==> src/rtl/timer_sched_pkg.sv <==
// Shared types and defaults for the round-robin timer scheduler.
// The optional abort path is enabled with the TIMER_SCHED_ABORT_EN macro.
package timer_sched_pkg;

    localparam int N_REQ_DEF = 4;
    localparam int CNT_W_DEF = 16;
    localparam int IDX_W_DEF = $clog2(N_REQ_DEF);

    typedef enum logic [1:0] {
        IDLE = 2'd0,
        RUN  = 2'd1,
        DONE = 2'd2
    } sched_state_e;

    // Winner index: first set bit searching last+1, last+2, ... modulo N_REQ_DEF.
    function automatic logic [IDX_W_DEF-1:0] rr_next(
        input logic [N_REQ_DEF-1:0] req,
        input logic [IDX_W_DEF-1:0] last
    );
        logic [IDX_W_DEF-1:0] win;
        logic [IDX_W_DEF-1:0] cand;
        logic                 found;
        win   = '0;
        found = 1'b0;
        for (int i = 1; i <= N_REQ_DEF; i++) begin
            cand = IDX_W_DEF'((int'(last) + i) % N_REQ_DEF);
            if (!found && req[cand]) begin
                found = 1'b1;
                win   = cand;
            end
        end
        return win;
    endfunction

endpackage

==> src/rtl/timer_sched_arbiter_rr_pick.sv <==
// Combinational round-robin picker: searches upward from the bit after
// the last winner, wrapping, and reports the first requester found.
module rr_pick #(
    parameter int N_REQ = 4,
    parameter int IDX_W = $clog2(N_REQ)
) (
    input  logic [N_REQ-1:0] req,
    input  logic [IDX_W-1:0] last,
    output logic             valid,
    output logic [N_REQ-1:0] onehot,
    output logic [IDX_W-1:0] idx
);

    logic [IDX_W-1:0] cand;

    always_comb begin
        valid  = 1'b0;
        onehot = '0;
        idx    = '0;
        cand   = '0;
        for (int i = 1; i <= N_REQ; i++) begin
            cand = IDX_W'((int'(last) + i) % N_REQ);
            if (!valid && req[cand]) begin
                valid        = 1'b1;
                idx          = cand;
                onehot[cand] = 1'b1;
            end
        end
    end

endmodule

==> src/rtl/timer_sched_arbiter.sv <==
// One down-counting timer shared round-robin between N_REQ requesters.
// Define TIMER_SCHED_ABORT_EN to add the abort_i cancel port.
module timer_sched_arbiter
    import timer_sched_pkg::*;
#(
    parameter int N_REQ = N_REQ_DEF,
    parameter int CNT_W = CNT_W_DEF
) (
    input  logic               clk_i,
    input  logic               arst_ni,
    input  logic [N_REQ-1:0]       req_i,
    input  logic [N_REQ*CNT_W-1:0] dur_i,
    output logic [N_REQ-1:0]       gnt_o,
    output logic [N_REQ-1:0]       done_o,
    output logic               busy_o,
    output sched_state_e       state_o
`ifdef TIMER_SCHED_ABORT_EN
    ,
    input  logic [N_REQ-1:0]       abort_i
`endif
);

    // Handshake: req_i is a level sampled only in IDLE; the granted requester
    // holds gnt_o for the whole run, sees done_o for exactly one cycle, and must
    // drop req_i on the following edge or it is treated as a fresh request.

    localparam int                IDX_W    = $clog2(N_REQ);
    localparam logic [IDX_W-1:0]  LAST_RST = IDX_W'(N_REQ - 1);

    sched_state_e      state_q, state_d;
    logic [N_REQ-1:0]  gnt_q, gnt_d;
    logic [N_REQ-1:0]  done_q, done_d;
    logic [CNT_W-1:0]  count_q, count_d;
    logic [IDX_W-1:0]  last_q, last_d;
    logic [IDX_W-1:0]  owner_q, owner_d;

    logic              pick_valid;
    logic [N_REQ-1:0]  pick_onehot;
    logic [IDX_W-1:0]  pick_idx;
    logic [CNT_W-1:0]  pick_dur;
    logic [CNT_W-1:0]  dur_arr [N_REQ];
    logic              abort_hit;

    for (genvar k = 0; k < N_REQ; k++) begin : g_dur
        assign dur_arr[k] = dur_i[k*CNT_W +: CNT_W];
    end

    assign pick_dur = dur_arr[pick_idx];

`ifdef TIMER_SCHED_ABORT_EN
    assign abort_hit = |(abort_i & gnt_q);
`else
    assign abort_hit = 1'b0;
`endif

    rr_pick #(
        .N_REQ (N_REQ),
        .IDX_W (IDX_W)
    ) u_rr_pick (
        .req    (req_i),
        .last   (last_q),
        .valid  (pick_valid),
        .onehot (pick_onehot),
        .idx    (pick_idx)
    );

    always_ff @(posedge clk_i or negedge arst_ni) begin
        if (!arst_ni) begin
            state_q <= IDLE;
            gnt_q   <= '0;
            done_q  <= '0;
            count_q <= '0;
            last_q  <= LAST_RST;
            owner_q <= '0;
        end else begin
            state_q <= state_d;
            gnt_q   <= gnt_d;
            done_q  <= done_d;
            count_q <= count_d;
            last_q  <= last_d;
            owner_q <= owner_d;
        end
    end

    always_comb begin
        state_d = state_q;
        gnt_d   = gnt_q;
        done_d  = '0;
        count_d = count_q;
        last_d  = last_q;
        owner_d = owner_q;
        unique case (state_q)
            IDLE: begin
                if (pick_valid) begin
                    state_d = RUN;
                    gnt_d   = pick_onehot;
                    owner_d = pick_idx;
                    // A zero duration still costs one cycle so done always follows gnt.
                    count_d = (pick_dur == '0) ? CNT_W'(1) : pick_dur;
                end
            end
            RUN: begin
                // Expiry takes precedence over a same-cycle abort.
                if (count_q <= CNT_W'(1)) begin
                    state_d = DONE;
                    done_d  = gnt_q;
                    count_d = '0;
                end else if (abort_hit) begin
                    state_d = IDLE;
                    gnt_d   = '0;
                    count_d = '0;
                    last_d  = owner_q;
                end else begin
                    count_d = count_q - CNT_W'(1);
                end
            end
            DONE: begin
                state_d = IDLE;
                gnt_d   = '0;
                last_d  = owner_q;
            end
            default: begin
                state_d = IDLE;
                gnt_d   = '0;
                count_d = '0;
            end
        endcase
    end

    assign gnt_o   = gnt_q;
    assign done_o  = done_q;
    assign busy_o  = (state_q != IDLE);
    assign state_o = state_q;

endmodule

==> config.mk <==
export PLATFORM = sky130hd
export DESIGN_NAME = timer_sched_arbiter
export DESIGN_NICKNAME = d
export VERILOG_FILES = /design/src/rtl/timer_sched_pkg.sv /design/src/rtl/timer_sched_arbiter_rr_pick.sv /design/src/rtl/timer_sched_arbiter.sv
export SDC_FILE = /design/constraint.sdc
export NUM_CORES = 1
export LEC_CHECK = 0
export CAP_MARGIN = 20
export CORE_UTILIZATION = 40
export CTS_CLUSTER_DIAMETER = 30
export DETAILED_ROUTE_END_ITERATION = 10
export PLACE_DENSITY_LB_ADDON = 0.08
export SETUP_SLACK_MARGIN = 0.1
export SYNTH_ARGS = -nofsm -noshare
export SYNTH_HDL_FRONTEND = slang
export SYNTH_SLANG_ARGS = --single-unit
==> constraint.sdc <==
create_clock -name clk_i -period 10.2 [get_ports clk_i]
set_input_delay 2.04 -clock clk_i [delete_from_list [all_inputs] [get_ports clk_i]]
set_output_delay 2.04 -clock clk_i [all_outputs]
set_load 0.03 [all_outputs]
==> results.yml <==
status:
  run_status: "complete, no violations"
sta:
  finalHoldViolCount: 0
  finClkSkew_ps: 7.37
  slew_violations: 0
  finalSetupViolations: 0
  grt_setup_unrepaired: "false"
  post-route-period-util: 0.499
  fin_setup_tns_ps: 0
  timing.fmax_mhz: 196
  worst_slew_pin_slew_ps: 820
  slew_headroom: 0.451
  final.min_clock_period_ps: 5090
  fin_hold_ws_ps: 496
cts:
  htreeDepth: 2
  cts-hold-fix-buffers: 0
  root_buffer: "clkbuf_8"
  clockBufferDepth: 2
  clk_pin_slew_ps: 70
  cts_tree: "built"
  clkSinkCount: 30
  numCtsBuffers: 5
  postCtsSetupRepairBufs: 0
  clk_latency_ps: 280
  cts_resized: 0
die:
  placeableCoreArea_um2: 6390
  dieArea_um2: 6960
  dieWidth_um: 83.4
  num_rows: 29
  io_pins: 81
  start_util: 0.415
  die_h_um: 83.4
synth:
  yosysTopAreaCell: "dfrtp_1"
  synth_nets: 387
  yosysUniqueCellTypes: 49
  seq_area_frac_synth: 0.284
  synth-seq-cells: 30
  synth_top_area_frac: 0.264
  synthArstFlopShare: 1.00
  synthCells: 307
  synth.cell_area_um2: 2650
  ys.flop_type: "dfrtp_1"
  synth_edf_count: 0
  syn_area_per_cell_um2: 8.64
  ys_warn_count: 0
  synthTopCellsByArea: "dfrtp_1 26%, mux2i_1 12%, mux2_2 7.2%, nor2_1 5.5%, o21ai_0 5.1%"
placement:
  place_area_um2: 3490
  dp_hpwl_mm: 5.65
  io_buffers: 80
  place.gp.congestion: 0.774
finish:
  final.fill_count: 608
  ff_latch_area_um2: 753
  final_cell_mix: "80 x clkdlybuf4s50_1, 39 x nor2_1, 32 x mux2i_1"
  fin_nets: 461
  syn2layout_area_growth_pct: 36.1
  fin_area_um2: 3610
  layout_commonest_cell: "clkdlybuf4s50_1"
  drive_gt1_frac: 0.107
  multi_input_area_um2: 1760
  diodes: 0
worst_setup_path:
  r2r-start: "last_q[0]"
  end_kind: "register"
  crit_start: "req_i[2]"
  cp_max_fo: 34
  path_class: "in2reg"
  regToRegSetupSlack_ps: 6100
  start_kind: "input port"
  cp.required_ps: 10380
  cp_data_arrival_time_ps: 5270
route:
  firstDrtPassIters: 4
  via_count: 2553
  routedWlPerCell_um: 16.5
  routed_via_density: 5.56
  drc: 0
  drtAntennaViolNets: 0
  drt-total-wl_mm: 7.56
  dr.first_iter.drc_count: 135
pwr:
  p_sw_mw: 0.108
  swShare: 0.276
  peakVddDrop_mv: 0.0746
  power.density_nw_per_um2: 108
  total_power_mw: 0.389
  seqPwrFrac: 0.392
  p_clk_frac: 0.317
  leakage_nw: 1.47
  p_int_mw: 0.282
  combPwrFrac: 0.291
global_route:
  grt_pass1_vias: 2600
  global_route.usage.total: 0.216
  grt_max_degree: 35
  grt_pass1_wl_mm: 12.0
  antenna_found_initial: 0
  gr-total-overflow: 0
worst_hold_path:
  min-delay-start: "owner_q[1]"
  hold_class: "reg2reg"
run:
  cap_viol_max_count: 0
==> layout make-up <==
type / count / share of cell area
clock inverters: 1 / 0.00832
flip-flops and latches: 30 / 0.209
repair buffers: 86 / 0.234
inverters: 9 / 0.00937
well taps: 77 / 0.0267
clock buffers: 7 / 0.0239
multi-input cells: 249 / 0.488
==> stage by stage <==
step | setup WS (ps) | utilization | instances
3_5_place_dp | 4790 | 0.547 | 451
5_1_grt | 4940 | 0.565 | 459
2_1_floorplan | 5770 | - | 307
3_3_place_gp | 4910 | 0.547 | 451
6_report | 5110 | 0.565 | 459
4_1_cts | 5110 | 0.565 | 459
==> worst paths after layout <==
check | end | depth (start not counted)
setup reg to reg | count_q[0] | 11
min in group asynchronous | count_q[11] | 2
hold / removal | last_q[1] | 2
setup / recovery | count_q[0] | 10
max in group asynchronous | last_q[0] | 2
hold reg to reg | last_q[1] | 2
==> sequential cells by signal (all words and copies together), names as in the netlist <==
name	count
owner_q	2
last_q	2
state_o	2
gnt_o	4
done_o	4
count_q	16
==> cell families (layout without fill, tap and decap cells) <==
kind of cell | count (synthesis) | in the layout | synth area share
multiplexers | 52 | 52 | 0.218
adder cells (fa/ha/maj) | 10 | 10 | 0.0472
AO/OA/AOI/OAI | 89 | 89 | 0.213
AND/OR/NAND/NOR | 94 | 94 | 0.170
buffers and inverters | 28 | 103 | 0.0538
flip-flops | 30 | 30 | 0.284
XOR/XNOR | 4 | 4 | 0.0132
==> power by group through the flow <==
stage | logic (mW) | registers (mW) | clock network [mW]
2_1_floorplan | 0.0705 | 0.151 | 0
3_3_place_gp | 0.112 | 0.154 | 0
3_5_place_dp | 0.114 | 0.154 | 0
4_1_cts | 0.115 | 0.152 | 0.126
5_1_grt | 0.125 | 0.155 | 0.131
6_report | 0.113 | 0.153 | 0.123
==> worst max-delay path, stage by stage <==
cell and delay (ps):
clkdlybuf4s50_1 550, mux4_2 670, o21bai_2 270, o21ai_4 120
buf_4 460, mux2i_1 250, mux2_2 180, nand4_1 110
or4_1 510, o221ai_1 90
==> Yosys cell counts (4+ instances only) <==
cell	count
o22a_1	4
nor4_1	7
and2_1	4
a21oi_1	25
a22oi_1	4
nand2b_1	4
dfrtp_1	28
a221oi_1	4
clkbuf_1	11
inv_1	9
o22ai_1	5
o21ai_0	27
a211oi_1	4
nor2_1	39
mux2_2	17
nor3_1	8
buf_6	4
nand2_1	16
mux2i_1	32
ha_1	10
==> metal layers <==
metal,GRT usage,vias to the layer above,wire length [um]
met5,0,-,0
met4,0.0740,0,169
met3,0.0437,14,289
met2,0.382,61,3800
met1,0.260,1194,3300
li1,-,1284,-
Power figures use the tool's default switching activity.
